<file path="config.mk">
export PLATFORM = sky130hd
export DESIGN_NAME = scr1_pipe_mprf_acc
export DESIGN_NICKNAME = d
export VERILOG_FILES = /design/src/rtl/scr1_pipe_mprf_acc_pkg.sv /design/src/rtl/scr1_pipe_mprf_acc.sv
export SDC_FILE = /design/constraint.sdc
export NUM_CORES = 1
export LEC_CHECK = 0
export ABC_AREA = 0
export BUFFER_PORTS_ARGS = -buffer_cell sky130_fd_sc_hd__buf_4
export CORE_ASPECT_RATIO = 0.75
export CORE_MARGIN = 4
export CORE_UTILIZATION = 40
export CTS_CLUSTER_SIZE = 14
export DETAILED_ROUTE_END_ITERATION = 8
export HOLD_SLACK_MARGIN = 0.05
export PLACE_DENSITY = 0.82
export SLEW_MARGIN = 40
export SYNTH_ARGS = -nofsm -noshare
export SYNTH_HDL_FRONTEND = slang
export SYNTH_SLANG_ARGS = --single-unit
</file>
<file path="constraint.sdc">
create_clock -name clk -period 1.7 [get_ports clk]
set_input_delay 0.085 -clock clk [delete_from_list [all_inputs] [get_ports clk]]
set_output_delay 0.085 -clock clk [all_outputs]
set_load 0.03 [all_outputs]
</file>
<file path="src/rtl/scr1_pipe_mprf_acc_pkg.sv">
// Shared types for the debug-side MPRF access sequencer.
package scr1_pipe_mprf_acc_pkg;

   localparam int unsigned SCR1_MPRF_ADDR_WIDTH = 5;
   localparam int unsigned SCR1_XLEN            = 32;

   typedef enum logic [1:0] {
      IDLE  = 2'd0,
      READ  = 2'd1,
      WRITE = 2'd2,
      RESP  = 2'd3
   } type_scr1_mprf_acc_fsm_e;

   // Latched debug command at the default core geometry
   typedef struct packed {
      logic                            wr;
      logic [SCR1_MPRF_ADDR_WIDTH-1:0] addr;
      logic [SCR1_XLEN-1:0]            wdata;
   } type_scr1_mprf_acc_cmd_s;

   // In RV32E only x0..x15 exist
   function automatic logic scr1_acc_addr_illegal(input logic rve, input logic [31:0] addr);
      return rve & (addr[31:4] != 28'd0);
   endfunction

endpackage

</file>
<file path="src/rtl/scr1_pipe_mprf_acc.sv">
// Debug access sequencer: borrows the MPRF rs1 read port and rd write port from the EXU
// while the hart is halted to serve single-register debug reads and writes.
import scr1_pipe_mprf_acc_pkg::*;

module scr1_pipe_mprf_acc #(
   parameter int unsigned ADDR_W = SCR1_MPRF_ADDR_WIDTH,
   parameter int unsigned XLEN   = SCR1_XLEN,
   parameter bit          RVE    = 1'b0
) (
   input  logic              clk,
   input  logic              rst_n,
   // Debug module command / response
   input  logic              i_dm2acc_req,
   input  logic              i_dm2acc_wr,
   input  logic [ADDR_W-1:0] i_dm2acc_addr,
   input  logic [XLEN-1:0]   i_dm2acc_wdata,
   output logic              o_acc2dm_ack,
   output logic              o_acc2dm_resp_vld,
   input  logic              i_dm2acc_resp_rdy,
   output logic              o_acc2dm_resp_err,
   output logic [XLEN-1:0]   o_acc2dm_rdata,
   // Hart status
   input  logic              i_hdu2acc_halted,
   // EXU side
   input  logic [ADDR_W-1:0] i_exu2acc_rs1_addr,
   input  logic              i_exu2acc_w_req,
   input  logic [ADDR_W-1:0] i_exu2acc_rd_addr,
   input  logic [XLEN-1:0]   i_exu2acc_rd_data,
   output logic [XLEN-1:0]   o_acc2exu_rs1_data,
   // MPRF side
   output logic [ADDR_W-1:0] o_acc2mprf_rs1_addr,
   output logic              o_acc2mprf_w_req,
   output logic [ADDR_W-1:0] o_acc2mprf_rd_addr,
   output logic [XLEN-1:0]   o_acc2mprf_rd_data,
   input  logic [XLEN-1:0]   i_mprf2acc_rs1_data
);

   typedef struct packed {
      logic              wr;
      logic [ADDR_W-1:0] addr;
      logic [XLEN-1:0]   wdata;
   } acc_cmd_t;

   type_scr1_mprf_acc_fsm_e r_state;
   acc_cmd_t                r_cmd;
   logic                    r_err;
   logic [XLEN-1:0]         r_rdata;

   logic                    w_accept;
   logic                    w_cmd_err;

   assign w_accept  = (r_state == IDLE) & i_dm2acc_req;
   // Halt and legality are only judged at accept time
   assign w_cmd_err = ~i_hdu2acc_halted | scr1_acc_addr_illegal(RVE, 32'(i_dm2acc_addr));

   // Sequencer FSM with latched command and response registers
   always_ff @(posedge clk or negedge rst_n) begin
      if (!rst_n) begin
         r_state <= IDLE;
         r_cmd   <= '0;
         r_err   <= 1'b0;
         r_rdata <= '0;
      end else begin
         unique case (r_state)
            IDLE: begin
               if (i_dm2acc_req) begin
                  r_cmd.wr    <= i_dm2acc_wr;
                  r_cmd.addr  <= i_dm2acc_addr;
                  r_cmd.wdata <= i_dm2acc_wdata;
                  r_rdata     <= '0;
                  if (w_cmd_err) begin
                     r_err   <= 1'b1;
                     r_state <= RESP;
                  end else begin
                     r_err   <= 1'b0;
                     r_state <= i_dm2acc_wr ? WRITE : READ;
                  end
               end
            end
            READ: begin
               // x0 reads as zero regardless of what the MPRF returns
               r_rdata <= (r_cmd.addr == '0) ? '0 : i_mprf2acc_rs1_data;
               r_err   <= 1'b0;
               r_state <= RESP;
            end
            WRITE: begin
               r_rdata <= '0;
               r_err   <= 1'b0;
               r_state <= RESP;
            end
            RESP: begin
               if (i_dm2acc_resp_rdy) begin
                  r_state <= IDLE;
               end
            end
            default: r_state <= IDLE;
         endcase
      end
   end

   // Port mux: EXU owns the MPRF except during the single READ/WRITE cycle
   always_comb begin
      o_acc2mprf_rs1_addr = i_exu2acc_rs1_addr;
      o_acc2mprf_w_req    = i_exu2acc_w_req;
      o_acc2mprf_rd_addr  = i_exu2acc_rd_addr;
      o_acc2mprf_rd_data  = i_exu2acc_rd_data;
      unique case (r_state)
         READ: begin
            o_acc2mprf_rs1_addr = r_cmd.addr;
            o_acc2mprf_w_req    = 1'b0;
         end
         WRITE: begin
            o_acc2mprf_w_req   = 1'b1;
            o_acc2mprf_rd_addr = r_cmd.addr;
            o_acc2mprf_rd_data = r_cmd.wdata;
         end
         IDLE, RESP: begin
         end
         default: begin
         end
      endcase
   end

   // Debug-side handshake outputs
   always_comb begin
      o_acc2dm_ack       = w_accept;
      o_acc2dm_resp_vld  = (r_state == RESP);
      o_acc2dm_resp_err  = r_err;
      o_acc2dm_rdata     = r_rdata;
      o_acc2exu_rs1_data = i_mprf2acc_rs1_data;
   end

endmodule
</file>
[Word level (Yosys, flattened, before mapping)]
Cells that the tools add are included.
Cells by class
  eq/ne operators: 5
  mux-type cells: 15
  bitwise logic cells: 1
  reductions and logical operators: 9
Operator list (number)
  two-way mux 32 bit: 3
  case mux 32 bit (3 select lines): 1
  two-way mux 5 bit: 2
  two-way mux 2 bit: 4
  AND reduction 2 bit: 4
  case mux 2 bit (3 select lines): 1
  logical NOT 5 bit: 1
  equality test 2 bit, second input constant: 2
  case mux 1 bit (2 select lines): 2
  nonzero test 3 bit: 1
  equality test 2 x 1 -> 1 bit, second input constant: 1
  logical NOT 2 bit: 1
  two-way mux 1 bit: 2
  inequality test 2 x 1 -> 1 bit, second input constant: 1
  inequality test 2 bit, second input constant: 1
  nonzero test 2 bit: 1
  OR reduction 2 bit: 1
  bitwise AND 1 bit: 1
Word-level totals
  bits in registers: 72
  word-level logic and storage cells: 35

[Depth between registers and ports, before layout]
Gate-level depths: netlist (run 1).
  word-level depth: 4
  mapped depth: 7
  mapped depth without buffers: 5

[Worst setup path before layout (run 1)]
No wires, ideal clock.
  kind: flip-flop to flip-flop
  start: reg r_state[0]
  end: reg r_cmd[25] (netlist bit)
  setup time: 125 ps
  data arrival time: 1517 ps
  data required time: 1575 ps
  path slack: 58 ps
  cell stages (with the launch flop): 7
  clock period less this slack: 1642 ps
  cells stage by stage: dfrtp_1 -> inv_1 -> ha_1 -> nand2_1 -> buf_2 -> buf_2 -> mux2_2
On the way
  longest elaborated chain between the ends: 2
RTL lines
  start: declaration: line scr1_pipe_mprf_acc.sv:44  | type_scr1_mprf_acc_fsm_e r_state;
  start signal: assignment: line scr1_pipe_mprf_acc.sv:76  | r_state <= i_dm2acc_wr ? WRITE : READ;
  logical NOT 2 bit: line scr1_pipe_mprf_acc.sv:64  | unique case (r_state)
  AND reduction 2 bit (no line)
  end: declaration: line scr1_pipe_mprf_acc.sv:45  | acc_cmd_t r_cmd;
No other way between the ends.
A chain may end at the register's enable or synchronous reset.

[Worst setup path in the final report (run 1)]
  start: reg r_state[0]
  end: out o_acc2mprf_rd_data[8]
On the way
  longest elaborated chain between the ends: 2
RTL lines
  equality test 2 bit: line scr1_pipe_mprf_acc.sv:107  | unique case (r_state)
  two-way mux 32 bit: line scr1_pipe_mprf_acc.sv:107
  end: declaration: line scr1_pipe_mprf_acc.sv:34  | output logic [XLEN-1:0] o_acc2mprf_rd_data,
No other way between the ends.

==> results of run 1 <==
power breakdown:
group / internal (W) / leakage, nW / switching (W)
Sequential: 0.00256 / 0.909 / 0.000589
Clock: 0.00118 / 0.145 / 0.000727
Combinational: 0.00374 / 2.37 / 0.00423
Total: 0.00749 / 3.43 / 0.00554
flip-flops by register name, summed over array words and instances, names as in the netlist:
signal             flops
r_state                2
r_cmd                 37
o_acc2dm_rdata        32
o_acc2dm_resp_err      1
through the flow:
step	instance area (sq um)	util, %	setup TNS (ps)
detailed placement	5490	59.4	0
CTS	6880	74.5	-3270
global route	7040	76.3	-5770
finish	7040	76.3	-3490
global placement	5490	59.4	0
floorplan	3880	-	0
cell usage after synthesis, drive strengths merged:
master	count
mux2	82
dfrtp	72
buf	47
nand2	34
o21ai	32
o31ai	32
clkbuf	10
ha	4
inv	4
nor2	3
a21oi	1
a22o	1
a31oi	1
mux2i	1
nor2b	1
o22ai	1
or2	1
or4	1
worst max-delay path by stage:
stage / start / to / slack (ps)
after floorplan: r_state[0]$_DFFE_PN0P_ / r_cmd[25]$_DFFE_PN0P_ / 60
after global placement: r_state[0]$_DFFE_PN0P_ / o_acc2mprf_rd_data[9] / 170
after detailed placement: r_state[0]$_DFFE_PN0P_ / o_acc2dm_rdata[16]$_DFFE_PN0P_ / 30
after CTS: r_state[0]$_DFFE_PN0P_ / o_acc2mprf_rd_data[8] / -110
after global routing: r_state[0]$_DFFE_PN0P_ / o_acc2mprf_rd_data[8] / -180
final: r_state[0]$_DFFE_PN0P_ / o_acc2mprf_rd_data[8] / -130
worst register-to-register path: stages (launching register included):
cell	delay, ps
dfrtp_1	430
inv_2	90
ha_1	230
nor2b_4	150
or2_1	230
buf_12	190
o31ai_2	270
area by class of cell:
cell class / count / share of cell area [%]
Clock buffer: 10 / 3.39
Multi-Input combinational cell: 195 / 26.9
Inverter: 4 / 0.213
Timing Repair Buffer: 317 / 40.7
Sequential cell: 72 / 25.6
Tap cell: 128 / 2.27
Clock inverter: 6 / 0.959
metal layers:
layer / vias to the layer above / wire length, um
met2: 160 / 7730
li1: 1677 / -
met3: 20 / 902
met4: 0 / 229
met5: - / 0
met1: 1836 / 5420
timing repair:
action                                  in CTS  in global routing
gates resized for setup                     71                 35
cloned                                       3                  1
setup buffers                                5                  0
endpoints found under the setup margin      45                 85
pin swaps                                    1                  1
hold buffers                                70                  0
endpoints found under the hold margin      106                  0
cell families after synthesis:
family | after synthesis | share of synthesized area (%)
AO/OA/AOI/OAI | 68 | 12.7
AND/OR/NAND/NOR | 40 | 4.81
adder cells (fa/ha/maj) | 4 | 1.29
flip-flops | 72 | 46.5
buffers and inverters | 61 | 10.7
multiplexers | 83 | 24.1
==> run metrics, run 1 <==
status finished with violations; failing checks setup timing; I/O pin total 228; met1 Track Usage GR between 20% and 30%; Die W 122 um; PnR Total Power 0.0130 W; endpoint type of the worst setup path output port; Synth area leaders dfrtp_1 (46%), mux2_2 (24%), buf_4 (6.2%); total gr overflow 0; Routed Wire Length 14.3 mm; multi-input logic area around 1900 sq um; Sink Count between 70 and 80; Synth Instances between 300 and 400; slew margin rel. about two thirds; Final Max Slew Viols 0; clk_skew roughly 8 ps; initial antenna violation count 0; # H-tree levels 3; fmax 545 MHz; Final Instance Count excl. Fillers about 730; Ys Warns 0; Row Count 30; Clock transition at path regs approximately 60 ps; WP depth 5; period utilization 108%; Critical Path Source Type flop; r2r setup slk about 10 ps; final setup margin -135 ps; first-pass GRT wire length roughly 21 mm; min-delay worst type primary input to flop; leak pwr 3.43 nW; WP data arrival approximately 1800 ps; HPWL Detailed about 8.5 mm; vias per cell 5.05; Yosys top cell by area dfrtp_1; CTS Buf Count 9; Hold Vio Cnt, Final 0; M2 GR Usage 43.3%; # fillers 580; Seq/Total Area, Yosys about 46%; via count about 3,700; Layout area overhead 81.6%; worst slack at placement 32.8 ps; GR Util met3 under 10%; Die Area between 10,000 and 15,000 sq um; Placer Congestion around 0.74; CTS tree built; minimum clock period after layout ~1800 ps; pin count of the biggest net entering global routing 39; final hold slack 86.1 ps; placed cells between 600 and 700; CTS root buffer clkbuf_16; Die H around 93 um; worst slew pin tran 502 ps; Syn Nets 450; number of global-route vias before repair slightly above 4,000; DRC violations left 0; Starting Density 42.0%; MaxCap Viol Count 0; Unique masters post-synth 23; most frequent cells in the layout buf_4 (193), dfrtp_1 (72), dlygate4sd3_1 (70); RSZ-0062 raised after global routing true; Reg2Reg Launch Point r_state[1]$_DFFE_PN0P_; most common cell after layout, fill and taps aside buf_4; drt wl/cell ~20 um; critical setup path kind flop to output port; CP max FO 9; final setup vio count 43; core area around 9200 sq um; most crowded layer after global routing met2; slowest stage delay, CP roughly 400 ps; Synth Area per Inst 11.8 sq um; Initial DRC Count between 200 and 250; worst vdd ir 0.00120 V; antenna viol nets, final 0; clk buf depth 2; PwrDens 1850 nW/um^2; count of buffers from port buffering 227; Worst Hold End r_state[1]$_DFFE_PN0P_; Hold Path Depth 3; CP top delay family buffers and inverters; register area between 1500 and 2000 sq um; HP Start i_dm2acc_wr; clk_lat worst skew roughly 320 ps; area share of the largest cell type after synthesis a little under half; Pre-antenna DRT Iters 4; crit path buf inv count 3; Reg2Reg Depth 6; layout cells sized above 1 a little over three fifths; Seq cells post-synth ~70; # nets final ~720; reg2reg end o_acc2dm_rdata[4]$_DFFE_PN0P_; antenna cells 0; crit path cell chain inv_2 -> ha_4 -> clkbuf_16 -> mux2_2 -> buf_6; CP max-delay cell dfrtp_1; Critical Path RT 1620 ps; Tot GR Track Use roughly a quarter; Syn Std Cell Area 3880 sq um
No activity file was read; power rests on OpenSTA's default activity.
==> run 2, diff against run 1 <==
--- a/config.mk
+++ b/config.mk
@@ -12,6 +12,7 @@
 export CORE_UTILIZATION = 40
 export CTS_CLUSTER_SIZE = 14
 export DETAILED_ROUTE_END_ITERATION = 8
+export GPL_TIMING_DRIVEN = 0
 export HOLD_SLACK_MARGIN = 0.05
 export PLACE_DENSITY = 0.82
 export SLEW_MARGIN = 40
==> run 2 against run 1 <==
  * Critical path type unchanged
  * Clock power rose by 16%
  * Sequential cell count is the same
  * The flow still finishes with violations (setup timing)
  * Non-clock buffer count grew 51
  * Combinational power grew 6.1%
  * Count of clock-buffer cells in the layout is 1 higher
  * Sequential share of layout area shrank 1.4 points
  * Cell area is 6.0% higher
  * Largest cell class unchanged
  * Total power grew 6.3%
  * Critical endpoint is now o_acc2mprf_rd_data[20]
==> run metrics, run 2 (synthesized netlist as in run 1, its figures left out) <==
Initial DRC Count ~210; most crowded layer after global routing met2; Hold Vio Cnt, Final 0; CTS tree built; WP data arrival between 1500 and 2000 ps; placed inst area between 5000 and 6000 sq um; leak pwr roughly 3.7 nW; pin count of the biggest net entering global routing 73; slowest stage delay, CP approximately 400 ps; final core occ 80.9%; Tot GR Track Use approximately a quarter; min-delay worst type primary input to flop; Largest register FFs 37; total gr overflow 0; worst slew pin tran 658 ps; period utilization 108%; GR Util met3 6.65%; clk_lat worst skew 320 ps; Routed Wire Length about 15 mm; Final Instance Count excl. Fillers 784; drt wl/cell slightly below 20 um; via count around 3,900; Sink Count around 70; MaxCap Viol Count 0; initial antenna violation count 1; final setup margin -137 ps; I/O pin total between 200 and 250; worst slack at placement -267 ps; Starting Density 42.0%; core area roughly 9200 sq um; Placer Congestion 0.768; reg2reg end o_acc2dm_rdata[24]$_DFFE_PN0P_; CTS root buffer clkbuf_16; Reg2Reg Launch Point r_state[0]$_DFFE_PN0P_; post-layout instance area approximately 7500 sq um; PwrDens roughly 1900 nW/um^2; CP top delay family buffers and inverters; Critical Path RT between 1500 and 2000 ps; CTS Buf Count 9; status finished with violations; met1 Track Usage GR approximately 27%; fmax about 540 MHz; Hold Path Depth 3; number of global-route vias before repair ~4,300; Die H between 90 and 100 um; slew margin rel. roughly 56%; # nets final about 770; vias per cell between 4 and 5; most frequent cells in the layout buf_4 (224), dfrtp_1 (71), dlygate4sd3_1 (70); M2 GR Usage 46.3%; crit path cell chain inv_2 -> ha_4 -> buf_12 -> clkbuf_16 -> mux2_4 -> buf_6; crit path buf inv count 4; CP max FO 6; placed cells between 600 and 700; Die W ~120 um; HP Start i_dm2acc_wr; Die Area 11,400 sq um; r2r setup slk -100 ps; CP max-delay cell dfrtp_1; # fillers 524; first-pass GRT wire length about 22 mm; Clock transition at path regs 60 ps; RSZ-0062 raised after global routing true; Critical Path Source Type flop; layout cells sized above 1 63.2%; Pre-antenna DRT Iters 5; # H-tree levels 3; Final Max Slew Viols 0; Worst Hold End r_state[1]$_DFFE_PN0P_; Biggest register r_cmd; Reg2Reg Depth 6; minimum clock period after layout between 1500 and 2000 ps; Setup TNS -5030 ps; final setup vio count 73; DRC violations left 0; most common cell after layout, fill and taps aside buf_4; HPWL Detailed between 9 and 10 mm; failing checks setup timing; critical setup path kind flop to output port; worst vdd ir 0.00114 V; count of buffers from port buffering 227; endpoint type of the worst setup path output port; clk_skew between 7 and 8 ps; clk buf depth 2; Row Count 30; antenna viol nets, final 0; Layout area overhead 92.5%
[run 2: changes by cell type in the layout (fill, tap and decap cells not counted), moves of 8 or more]
cell / previous run / this run
o31ai_1: 8 / 19
o31ai_2: 23 / 13
buf_6: 44 / 52
buf_4: 193 / 224
[run 2: layout make-up]
class / count / area (sq um) / share of cell area [%]
well taps: 128 / 160 / 2.14
inverters: 4 / 15.0 / 0.201
clock inverters: 5 / 103 / 1.37
multi-input cells: 195 / 1870 / 25.0
diodes: 1 / 2.50 / 0.0335
clock buffers: 11 / 253 / 3.38
flip-flops and latches: 72 / 1800 / 24.1
plain buffers: 56 / 484 / 6.48
repair buffers: 312 / 2780 / 37.2
[run 2: per-stage QoR]
stage / hold slack [ps] / total power (W)
6_report: 96.6 / 0.0139
5_1_grt: 103 / 0.0144
4_1_cts: 90.0 / 0.0131
3_5_place_dp: 145 / 0.00968
3_3_place_gp: 263 / 0.00947
2_1_floorplan: -211 / 0.00737
[run 2: worst min-delay path, cell delays in order]
cell and delay [ps]:
buf_4 90, o22ai_1 60, mux2i_1 140
[run 2: repair_timing]
item | CTS | global route
pin swaps | 1 | 1
resized for setup | 84 | 47
hold buffers | 70 | 0
cloned | 1 | 2
endpoints found under the setup margin | 95 | 85
endpoints found under the hold margin | 141 | 0
buffers inserted | 10 | 2
[run 2: how the worst max path moves through the flow]
stage | cells past startpoint | startpoint | endpoint | slack [ps]
after global routing | 6 | r_state[0]$_DFFE_PN0P_ | o_acc2mprf_rd_data[20] | -170
final | 6 | r_state[0]$_DFFE_PN0P_ | o_acc2mprf_rd_data[20] | -140
after floorplan | 6 | r_state[0]$_DFFE_PN0P_ | r_cmd[25]$_DFFE_PN0P_ | 60
after CTS | 5 | r_state[0]$_DFFE_PN0P_ | o_acc2mprf_rd_addr[3] | -130
after global placement | 6 | r_state[0]$_DFFE_PN0P_ | r_cmd[29]$_DFFE_PN0P_ | -240
after detailed placement | 6 | r_state[0]$_DFFE_PN0P_ | r_cmd[3]$_DFFE_PN0P_ | -270
[run 2: power by group]
group | internal, W | switching [W]
clock | 0.00151 | 0.000706
combinational | 0.00413 | 0.00434
sequential | 0.00257 | 0.000605
total | 0.00821 | 0.00565
[run 2: routing by layer]
| metal | up-vias | share of wire (%) |
|---|---|---|
| met4 | 0 | 2.5 |
| met1 | 1920 | 37 |
| met5 | - | 0 |
| met3 | 32 | 7.0 |
| li1 | 1774 | - |
| met2 | 185 | 53 |
